--- src/rtl/bram_arb_pkg.sv ---
// Shared definitions for the two-requester BRAM arbiter.
//   NUM_REQ   : number of requesters sharing the BRAM port (A = 0, B = 1)
//   CNT_WIDTH : width of the per-requester grant counters
//   owner_t   : identifies which requester owns a grant or a pending response
//   sat_inc   : saturating increment used by the grant counters
package bram_arb_pkg;

    localparam int NUM_REQ   = 2;
    localparam int CNT_WIDTH = 32;

    typedef enum logic {
        OWN_A = 1'b0,
        OWN_B = 1'b1
    } owner_t;

    function automatic logic [CNT_WIDTH-1:0] sat_inc(input logic [CNT_WIDTH-1:0] v);
        return (v == '1) ? v : v + 1'b1;
    endfunction

endpackage

--- src/rtl/bram_port_if.sv ---
// Single-port synchronous BRAM connection.
//   we   : write enable, one-cycle strobe
//   addr : word address
//   din  : write data
//   dout : read data, valid the cycle after the address was presented
// master modport = the arbiter side, slave modport = the memory side.
interface bram_port_if #(
    parameter int DATA_WIDTH = 32,
    parameter int ADDR_WIDTH = 10
);
    logic                  we;
    logic [ADDR_WIDTH-1:0] addr;
    logic [DATA_WIDTH-1:0] din;
    logic [DATA_WIDTH-1:0] dout;

    modport master (output we, output addr, output din, input dout);
    modport slave  (input we, input addr, input din, output dout);
endinterface

--- src/rtl/rr_arbiter2.sv ---
// Two-way round-robin arbiter.
//   i_clk, i_rst_n : clock, asynchronous active-low reset
//   req[1:0]       : request lines (0 = A, 1 = B)
//   advance        : the current grant was accepted; move the pointer
//   gnt[1:0]       : one-hot grant, combinational from req and the pointer
// The pointer names the requester preferred on a tie; it resets to A and only
// moves when advance is high, so a request withdrawn before acceptance has
// no effect on fairness.
module rr_arbiter2
    import bram_arb_pkg::*;
(
    input  logic               i_clk,
    input  logic               i_rst_n,
    input  logic [NUM_REQ-1:0] req,
    input  logic               advance,
    output logic [NUM_REQ-1:0] gnt
);

    owner_t ptr_q;

    always_comb begin
        gnt = '0;
        case (req)
            2'b01:   gnt = 2'b01;
            2'b10:   gnt = 2'b10;
            2'b11:   gnt = (ptr_q == OWN_A) ? 2'b01 : 2'b10;
            default: gnt = '0;
        endcase
    end

    // After serving a requester, prefer the other one on the next tie.
    always_ff @(posedge i_clk or negedge i_rst_n) begin
        if (!i_rst_n) begin
            ptr_q <= OWN_A;
        end else if (advance) begin
            ptr_q <= gnt[0] ? OWN_B : OWN_A;
        end
    end

endmodule

--- src/rtl/bram_arbiter.sv ---
// Arbitrates two requesters onto one single-port BRAM (BRAM lives outside).
//   i_clk, i_rst_n : clock, asynchronous active-low reset
//   i_req_valid/we/addr/din [2] : per-requester request (0 = A, 1 = B)
//   o_req_ready [2]: one-hot grant
//   o_rsp_valid [2]: one-hot read-data strobe for the owning requester
//   o_rsp_data     : shared read data, qualified by o_rsp_valid
//   bram_port      : master side of the BRAM port
// Handshake: a request is accepted in any cycle where i_req_valid[i] and
// o_req_ready[i] are both 1; the requester keeps we/addr/din stable while
// valid and not ready, and may withdraw valid before it is accepted. A read
// accepted in cycle N returns o_rsp_valid[i] with data in cycle N+1; writes
// return nothing. An access may be accepted every cycle.
// cnt_a / cnt_b are saturating grant counters kept for hierarchical debug.
module bram_arbiter
    import bram_arb_pkg::*;
#(
    parameter int DATA_WIDTH = 32,
    parameter int ADDR_WIDTH = 10
) (
    input  logic                                 i_clk,
    input  logic                                 i_rst_n,
    input  logic [NUM_REQ-1:0]                   i_req_valid,
    input  logic [NUM_REQ-1:0]                   i_req_we,
    input  logic [NUM_REQ-1:0][ADDR_WIDTH-1:0]   i_req_addr,
    input  logic [NUM_REQ-1:0][DATA_WIDTH-1:0]   i_req_din,
    output logic [NUM_REQ-1:0]                   o_req_ready,
    output logic [NUM_REQ-1:0]                   o_rsp_valid,
    output logic [DATA_WIDTH-1:0]                o_rsp_data,
    bram_port_if.master                          bram_port
);

    logic [NUM_REQ-1:0]    gnt;
    logic [NUM_REQ-1:0]    grant;
    logic                  accept;
    logic                  sel_idx;
    logic                  sel_we;
    logic [ADDR_WIDTH-1:0] addr_q;
    logic [DATA_WIDTH-1:0] din_q;
    logic                  pend_q;
    owner_t                own_q;
    logic [CNT_WIDTH-1:0]  cnt_a;
    logic [CNT_WIDTH-1:0]  cnt_b;

    rr_arbiter2 u_rr (
        .i_clk   (i_clk),
        .i_rst_n (i_rst_n),
        .req     (i_req_valid),
        .advance (accept),
        .gnt     (gnt)
    );

    // Grants are masked while reset is held so nothing is offered to the
    // requesters or the BRAM during reset.
    assign grant       = gnt & {NUM_REQ{i_rst_n}};
    assign accept      = |grant;
    assign sel_idx     = grant[1];
    assign sel_we      = i_req_we[sel_idx];
    assign o_req_ready = grant;

    // Address and data pass straight through on an accepted access and
    // otherwise hold the last value driven, keeping the BRAM pins quiet.
    assign bram_port.we   = accept & sel_we;
    assign bram_port.addr = accept ? i_req_addr[sel_idx] : addr_q;
    assign bram_port.din  = accept ? i_req_din[sel_idx]  : din_q;

    always_ff @(posedge i_clk or negedge i_rst_n) begin
        if (!i_rst_n) begin
            addr_q <= '0;
            din_q  <= '0;
        end else if (accept) begin
            addr_q <= i_req_addr[sel_idx];
            din_q  <= i_req_din[sel_idx];
        end
    end

    // One read can be in flight at a time (BRAM latency is one cycle), so a
    // single pending flag plus owner is enough to route every response.
    always_ff @(posedge i_clk or negedge i_rst_n) begin
        if (!i_rst_n) begin
            pend_q <= 1'b0;
            own_q  <= OWN_A;
        end else begin
            pend_q <= accept & ~sel_we;
            own_q  <= sel_idx ? OWN_B : OWN_A;
        end
    end

    assign o_rsp_valid = pend_q ? ((own_q == OWN_B) ? 2'b10 : 2'b01) : 2'b00;
    assign o_rsp_data  = pend_q ? bram_port.dout : '0;

    always_ff @(posedge i_clk or negedge i_rst_n) begin
        if (!i_rst_n) begin
            cnt_a <= '0;
            cnt_b <= '0;
        end else begin
            if (grant[0]) cnt_a <= sat_inc(cnt_a);
            if (grant[1]) cnt_b <= sat_inc(cnt_b);
        end
    end

endmodule

--- src/flat_wrapper.sv ---
// flat-port wrapper written by rule: the top's interface ports become plain ports
module bram_arbiter_flat import bram_arb_pkg::*;
#(
    parameter int DATA_WIDTH = 32,
    parameter int ADDR_WIDTH = 10
)
  (i_clk, i_rst_n, i_req_valid, i_req_we, i_req_addr, i_req_din, o_req_ready, o_rsp_valid, o_rsp_data, bram_port_we, bram_port_addr, bram_port_din, bram_port_dout);
  bram_port_if #(.DATA_WIDTH(DATA_WIDTH), .ADDR_WIDTH(ADDR_WIDTH)) bram_port_i ();
  input  logic i_clk;
  input  logic i_rst_n;
  input  logic [NUM_REQ-1:0] i_req_valid;
  input  logic [NUM_REQ-1:0] i_req_we;
  input  logic [NUM_REQ-1:0][ADDR_WIDTH-1:0] i_req_addr;
  input  logic [NUM_REQ-1:0][DATA_WIDTH-1:0] i_req_din;
  output logic [NUM_REQ-1:0] o_req_ready;
  output logic [NUM_REQ-1:0] o_rsp_valid;
  output logic [DATA_WIDTH-1:0] o_rsp_data;
  output wire logic [$bits(bram_port_i.we)-1:0] bram_port_we;
  output wire logic [$bits(bram_port_i.addr)-1:0] bram_port_addr;
  output wire logic [$bits(bram_port_i.din)-1:0] bram_port_din;
  input wire logic [$bits(bram_port_i.dout)-1:0] bram_port_dout;
  assign bram_port_we = bram_port_i.we;
  assign bram_port_addr = bram_port_i.addr;
  assign bram_port_din = bram_port_i.din;
  assign bram_port_i.dout = bram_port_dout;
  bram_arbiter #(.DATA_WIDTH(DATA_WIDTH), .ADDR_WIDTH(ADDR_WIDTH)) u_core (.i_clk(i_clk), .i_rst_n(i_rst_n), .i_req_valid(i_req_valid), .i_req_we(i_req_we), .i_req_addr(i_req_addr), .i_req_din(i_req_din), .o_req_ready(o_req_ready), .o_rsp_valid(o_rsp_valid), .o_rsp_data(o_rsp_data), .bram_port(bram_port_i));
endmodule
--- config.mk ---
export PLATFORM = sky130hd
export DESIGN_NAME = bram_arbiter_flat
export DESIGN_NICKNAME = d
export VERILOG_FILES = /design/src/rtl/bram_arb_pkg.sv /design/src/rtl/bram_port_if.sv /design/src/rtl/rr_arbiter2.sv /design/src/rtl/bram_arbiter.sv /design/src/flat_wrapper.sv
export SDC_FILE = /design/constraint.sdc
export NUM_CORES = 1
export LEC_CHECK = 0
export CAP_MARGIN = 20
export CORE_MARGIN = 2
export CORE_UTILIZATION = 34
export DETAILED_ROUTE_END_ITERATION = 10
export MAX_ROUTING_LAYER = met4
export PLACE_DENSITY_LB_ADDON = 0.25
export SYNTH_ARGS = -nofsm -noshare
export SYNTH_HDL_FRONTEND = slang
export SYNTH_SLANG_ARGS = --single-unit
--- constraint.sdc ---
create_clock -name i_clk -period 1.3 [get_ports i_clk]
set_input_delay 0.13 -clock i_clk [delete_from_list [all_inputs] [get_ports i_clk]]
set_output_delay 0.13 -clock i_clk [all_outputs]
set_load 0.02 [all_outputs]
* Yosys cells after proc, flatten, opt, wreduce, memory -nomap -nowiden
Index checks and enable logic that the tools add are counted.
Storage, ports and cells: register bits after elaboration 45, bits of input ports 122
Operators by class: order comparisons 1, equal/unequal tests 3, muxes and demuxes 15, bitwise gates (word level) 4, reductions and logical operators 1
Operator list (number):
- two-way mux 32 bit | 4
- two-way mux 10 bit | 3
- two-way mux 2 bit | 3
- case mux 2 bit (3 select lines) | 1
- equality test 2 bit (second input constant) | 2
- two-way mux 1 bit | 4
- AND 1 bit | 2
- AND 2 bit | 1
- equality test 2 x 1 -> 1 bit (second input constant) | 1
- less-than comparator 1 x 2 -> 1 bit (second input constant) | 1
- OR reduction 2 bit | 1
- NOT 1 bit | 1

* Depth between registers and ports, before layout
depth after elaboration 7, depth in mapped cells 5, depth with buffers taken out 3

* By module
Synthesis repeated with hierarchy kept, for this count alone.
Unflattened totals: cells, all modules 250, area, all modules 2869.0 um2
By module, submodules not included:
- bram_arbiter | times used 1, cells each 245, area an instance 2806.4 um2, sequential area each 1101.1 um2
- rr_arbiter2 | times used 1, cells each 5, area an instance 62.6 um2, sequential area each 25.0 um2

* Worst setup path before layout
OpenSTA, ideal clock, no wires.
path kind flip-flop to flip-flop, start point register u_core.u_rr.ptr_q, end point register u_core.addr_q[0], setup time 0.175 ns, arrival 1.313 ns, setup slack -0.189 ns, stages on the path, launching flop included 6, buffers on the path 2, cells stage by stage dfrtp_1 > nand2b_1 > buf_6 > buf_8 > nand3_1 > a31oi_1
On the way: word-level cells in the longest chain between the ends 6
Ends and longest elaborated chain:
- start, declared | line rr_arbiter2.sv:19 | owner_t ptr_q;
- start signal, assigned | line rr_arbiter2.sv:36 | ptr_q <= gnt[0] ? OWN_B : OWN_A;
- two-way mux 2 bit * | line rr_arbiter2.sv:26 | 2'b11: gnt = (ptr_q == OWN_A) ? 2'b01 : 2'b10;
- case mux 2 bit (3 select lines) * | line rr_arbiter2.sv:23 | case (req)
- AND 2 bit * | line bram_arbiter.sv:54 | assign grant = gnt & {NUM_REQ{i_rst_n}};
- two-way mux 10 bit (2 in series)
- two-way mux 10 bit *
- via bram_port_addr[0] | line flat_wrapper.sv:19 | output wire logic [$bits(bram_port_i.addr)-1:0] bram_port_addr;
- end signal, assigned | line bram_arbiter.sv:71 | addr_q <= i_req_addr[sel_idx];
- end, declared | line bram_arbiter.sv:37 | logic [ADDR_WIDTH-1:0] addr_q;
Mark *: on every way through the listed nets, which the timed path passes. The rest lies on a longest branch. The select of a mux whose other input is x is not followed. A chain may end at the register's enable or synchronous reset.

* Worst setup path in the final report
start point register u_core.u_rr.ptr_q, end point output port bram_port_din[27]
On the way: word-level cells in the longest chain between the ends 6
Ends and longest elaborated chain:
- two-way mux 2 bit * | line rr_arbiter2.sv:26
- case mux 2 bit (3 select lines) * | line rr_arbiter2.sv:23
- AND 2 bit * | line bram_arbiter.sv:54
- two-way mux 32 bit (implied by the code) (2 in series) | line bram_arbiter.sv:64 | assign bram_port.din = accept ? i_req_din[sel_idx] : din_q;
- two-way mux 32 bit * | line bram_arbiter.sv:64
- end, declared | line flat_wrapper.sv:20 | output wire logic [$bits(bram_port_i.din)-1:0] bram_port_din;
Mark *: on every way between the ends. The rest lies on a longest branch, timed or not. The select of a mux whose other input is x is not followed.

==> flow_summary.yaml <==
outcome:
  status: "finished with violations"
  violations: "setup timing"
timing:
  rsz0062_at_grt: "yes"
  slew_headroom: 0.673
  fin_skew_ns: 0.0158
  drv_slew: 0
  worstMarginPinSlew_ns: 0.490
  finalHoldViolCount: 0
  fin_setup_tns_ns: -24.28
  min_period_over_period: 1.40
  fin_crit_ns: 1.82
  max_freq_mhz: 549
  setup_slack_ns: -0.520
  final-setup-viol-count: 101
worst_setup_path:
  crit_start: "u_core.u_rr.ptr_q"
  crit_cells: 6
  worst_r2r_path_depth: 7
  path_cells: "nor2b_4 > buf_6 > clkbuf_16 > o21ai_1 > a31oi_4 > buf_6"
  cp_max_fo: 7
  path_delay_family: "buffers and inverters"
  worst-r2r-setup-slack_ns: -0.16
  worstSetupStartpointType: "register"
  crit_top_cell: "buf_6"
  cp.required_ns: 1.17
  r2r-end: "u_core.din_q[22]"
  r2r-start: "u_core.u_rr.ptr_q"
  cp.arrival_ns: 1.69
  slowest_delay_ns: 0.45
  critPathCaptureType: "output pin"
  worstSetupPathType: "reg2out"
  critical_path.slowest_cell: "dfrtp_2"
  cp-endpoint: "bram_port_din[27]"
  path_buf_inv: 3
synth:
  ys_ff_latch: 45
  yosysSeqAreaShare: 0.437
  synth_area_mm2: 0.00258
  yosysWarnings: 0
  syn_nets: 413
  synth_cell_types: 22
  syn_inst: 291
  syn_avg_cell_area_um2: 8.86
drt:
  vias: 3329
  post_drt_wl_per_cell_um: 20.8
  first_pass_iters: 4
  routed_via_density: 5.32
  top_layer_used: "met4"
  ant_nets: 0
  dr_wl_met3_um: 558
  wl_met2_um: 7160
  drt_iter0_drc: 114
  m1WireLength_um: 5070
  drc_errors: 0
  wirelength_um: 13000
clock_tree:
  clock_latency_ns: 0.31
  clockRootBuffer: "clkbuf_8"
  cts_tree: "built"
  clk_pin_slew_ns: 0.08
  htree_num_levels: 2
  clk_path_buf_depth: 2
  numCtsBuffers: 5
  cts.sinks: 45
cells_and_area:
  fin_util: 0.850
  finalInstanceArea_mm2: 0.00620
  seqCellArea_mm2: 0.00113
  fin_nets: 647
  multiInputGateArea_mm2: 0.00204
  layout-drive-gt1-share: 0.500
  area_growth_pct: 140
  fillers: 387
grt:
  grt_pass1_wl_um: 17200
  overflow: 0
  grt_pass1_vias: 3327
  antenna_found_initial: 0
  grt_usage: 0.267
  grt_max_degree: 37
floorplanning:
  start_util: 0.353
  die_area_mm2: 0.00829
  coreArea_mm2: 0.00729
  rows: 31
  die_width_um: 91.1
  die_h_um: 91.1
  ioPinCount: 201
power:
  clkPwrFrac: 0.194
  power_density_mw_per_mm2: 923
  p_seq_frac: 0.292
  vdd_ir_drop_max_v: 0.000526
  combPwrFrac: 0.514
  p_switching_mw: 2.01
  p_sw_frac: 0.352
  internal-power_mw: 3.71
  power.total_mw: 5.72
  leakage_nw: 2.41
place:
  dp_hpwl_um: 7560
  routabilityCongestion: 0.776
  placed_area_mm2: 0.00531
  io_buffers: 200
  place_ws_ns: -0.984
run:
  maxCapViolCount: 0
min_path:
  hold_path.class: "in2reg"
-- layout by cell type (no fill, tap or decap), drive strengths merged, types with 2 or more instances in the layout --
cell type,instances
buf,130
nor2b,2
nand2,3
a31oi,42
dlygate4sd2,2
clkbuf,10
dfrtp,45
nand3,43
o21ai,44
clkdlybuf4s50,118
dlygate4sd3,2
nor2,43
and2,34
-- sequential cells by signal (all words and copies together), names as in the netlist --
| signal | cells |
|---|---|
| u_core.pend_q | 1 |
| u_core.own_q | 1 |
| u_core.addr_q | 10 |
| u_core.u_rr.ptr_q | 1 |
| u_core.din_q | 32 |
-- worst register-to-register path: stages, from the launching register on --
cell,delay (ns)
dfrtp_2,0.45
nor2b_4,0.19
buf_6,0.15
clkbuf_16,0.16
o21ai_2,0.08
a31oi_4,0.20
buf_6,0.11
buf_4,0.09
-- cells in the mapped netlist --
library cell / instances / area [um^2]
buf_8: 4 / 60.1
dfrtp_1: 45 / 1130
o21ai_1: 5 / 25.0
a31oi_1: 42 / 263
clkbuf_2: 4 / 20.0
nand3_1: 43 / 215
and3_1: 1 / 6.26
clkbuf_8: 11 / 151
buf_2: 1 / 5.00
o21ai_0: 39 / 195
clkbuf_4: 3 / 22.5
nor2_1: 43 / 161
a21boi_0: 1 / 7.51
nand2_1: 3 / 11.3
buf_6: 4 / 45.0
a21oi_1: 1 / 5.00
clkbuf_1: 3 / 11.3
and2_1: 34 / 213
nand2b_1: 1 / 6.26
o21a_1: 1 / 7.51
nor2b_1: 1 / 6.26
nor2b_4: 1 / 13.8
-- routing by layer --
| layer | global-route usage | vias to the layer above |
|---|---|---|
| met4 | 0.0732 | 0 |
| met1 | 0.329 | 1665 |
| met5 | - | - |
| met3 | 0.0448 | 19 |
| li1 | - | 1517 |
| met2 | 0.453 | 128 |
-- worst min-delay path by stage --
stage / end / cells past startpoint / startpoint
after floorplan: u_core.addr_q[0] / 0 / i_rst_n
after global placement: u_core.u_rr.ptr_q / 1 / i_rst_n
after detailed placement: u_core.u_rr.ptr_q / 1 / i_rst_n
after CTS: u_core.u_rr.ptr_q / 3 / i_rst_n
after global routing: u_core.u_rr.ptr_q / 3 / i_rst_n
final: u_core.u_rr.ptr_q / 3 / i_rst_n
-- power groups by stage --
stage / logic [mW] / registers (mW) / clock network (mW)
2_1_floorplan: 1.29 / 1.67 / 0
3_3_place_gp: 2.29 / 1.67 / 0
6_report: 2.94 / 1.67 / 1.11
3_5_place_dp: 2.34 / 1.68 / 0
5_1_grt: 3.07 / 1.69 / 1.18
4_1_cts: 2.49 / 1.66 / 1.12
-- cells by family (layout without fill, tap and decap cells) --
| logic type | count (synthesis) | count (layout) | synth area share |
|---|---|---|---|
| and+or+nand+nor | 127 | 127 | 0.246 |
| AOI/OAI and AO/OA | 89 | 89 | 0.195 |
| buffers and inverters | 30 | 265 | 0.122 |
| DFF | 45 | 45 | 0.437 |
| other | 0 | 1 | 0 |
-- final cells by class --
| type | count | share of cell area |
|---|---|---|
| Tap cell | 99 | 0.0200 |
| Multi-Input combinational cell | 216 | 0.329 |
| Antenna cell | 1 | 0.000404 |
| Clock buffer | 5 | 0.0111 |
| Clock inverter | 3 | 0.00747 |
| Sequential cell | 45 | 0.182 |
| Timing Repair Buffer | 257 | 0.450 |
-- through the flow --
stage          hold WS [ns]  cells
6_report              0.171    626
5_1_grt               0.207    625
4_1_cts               0.159    604
3_5_place_dp        -0.0400    582
3_3_place_gp        -0.0439    582
2_1_floorplan        -0.166    291
-- what timing repair did --
action,4_1_cts,5_1_grt
setup buffers,11,15
hold buffers,2,0
endpoints found under the setup margin,105,118
cloned,1,7
pin swaps,16,22
hold endpoints to repair,9,0
gates resized for setup,456,145
Note: power is estimated with default switching activity, not from simulation.
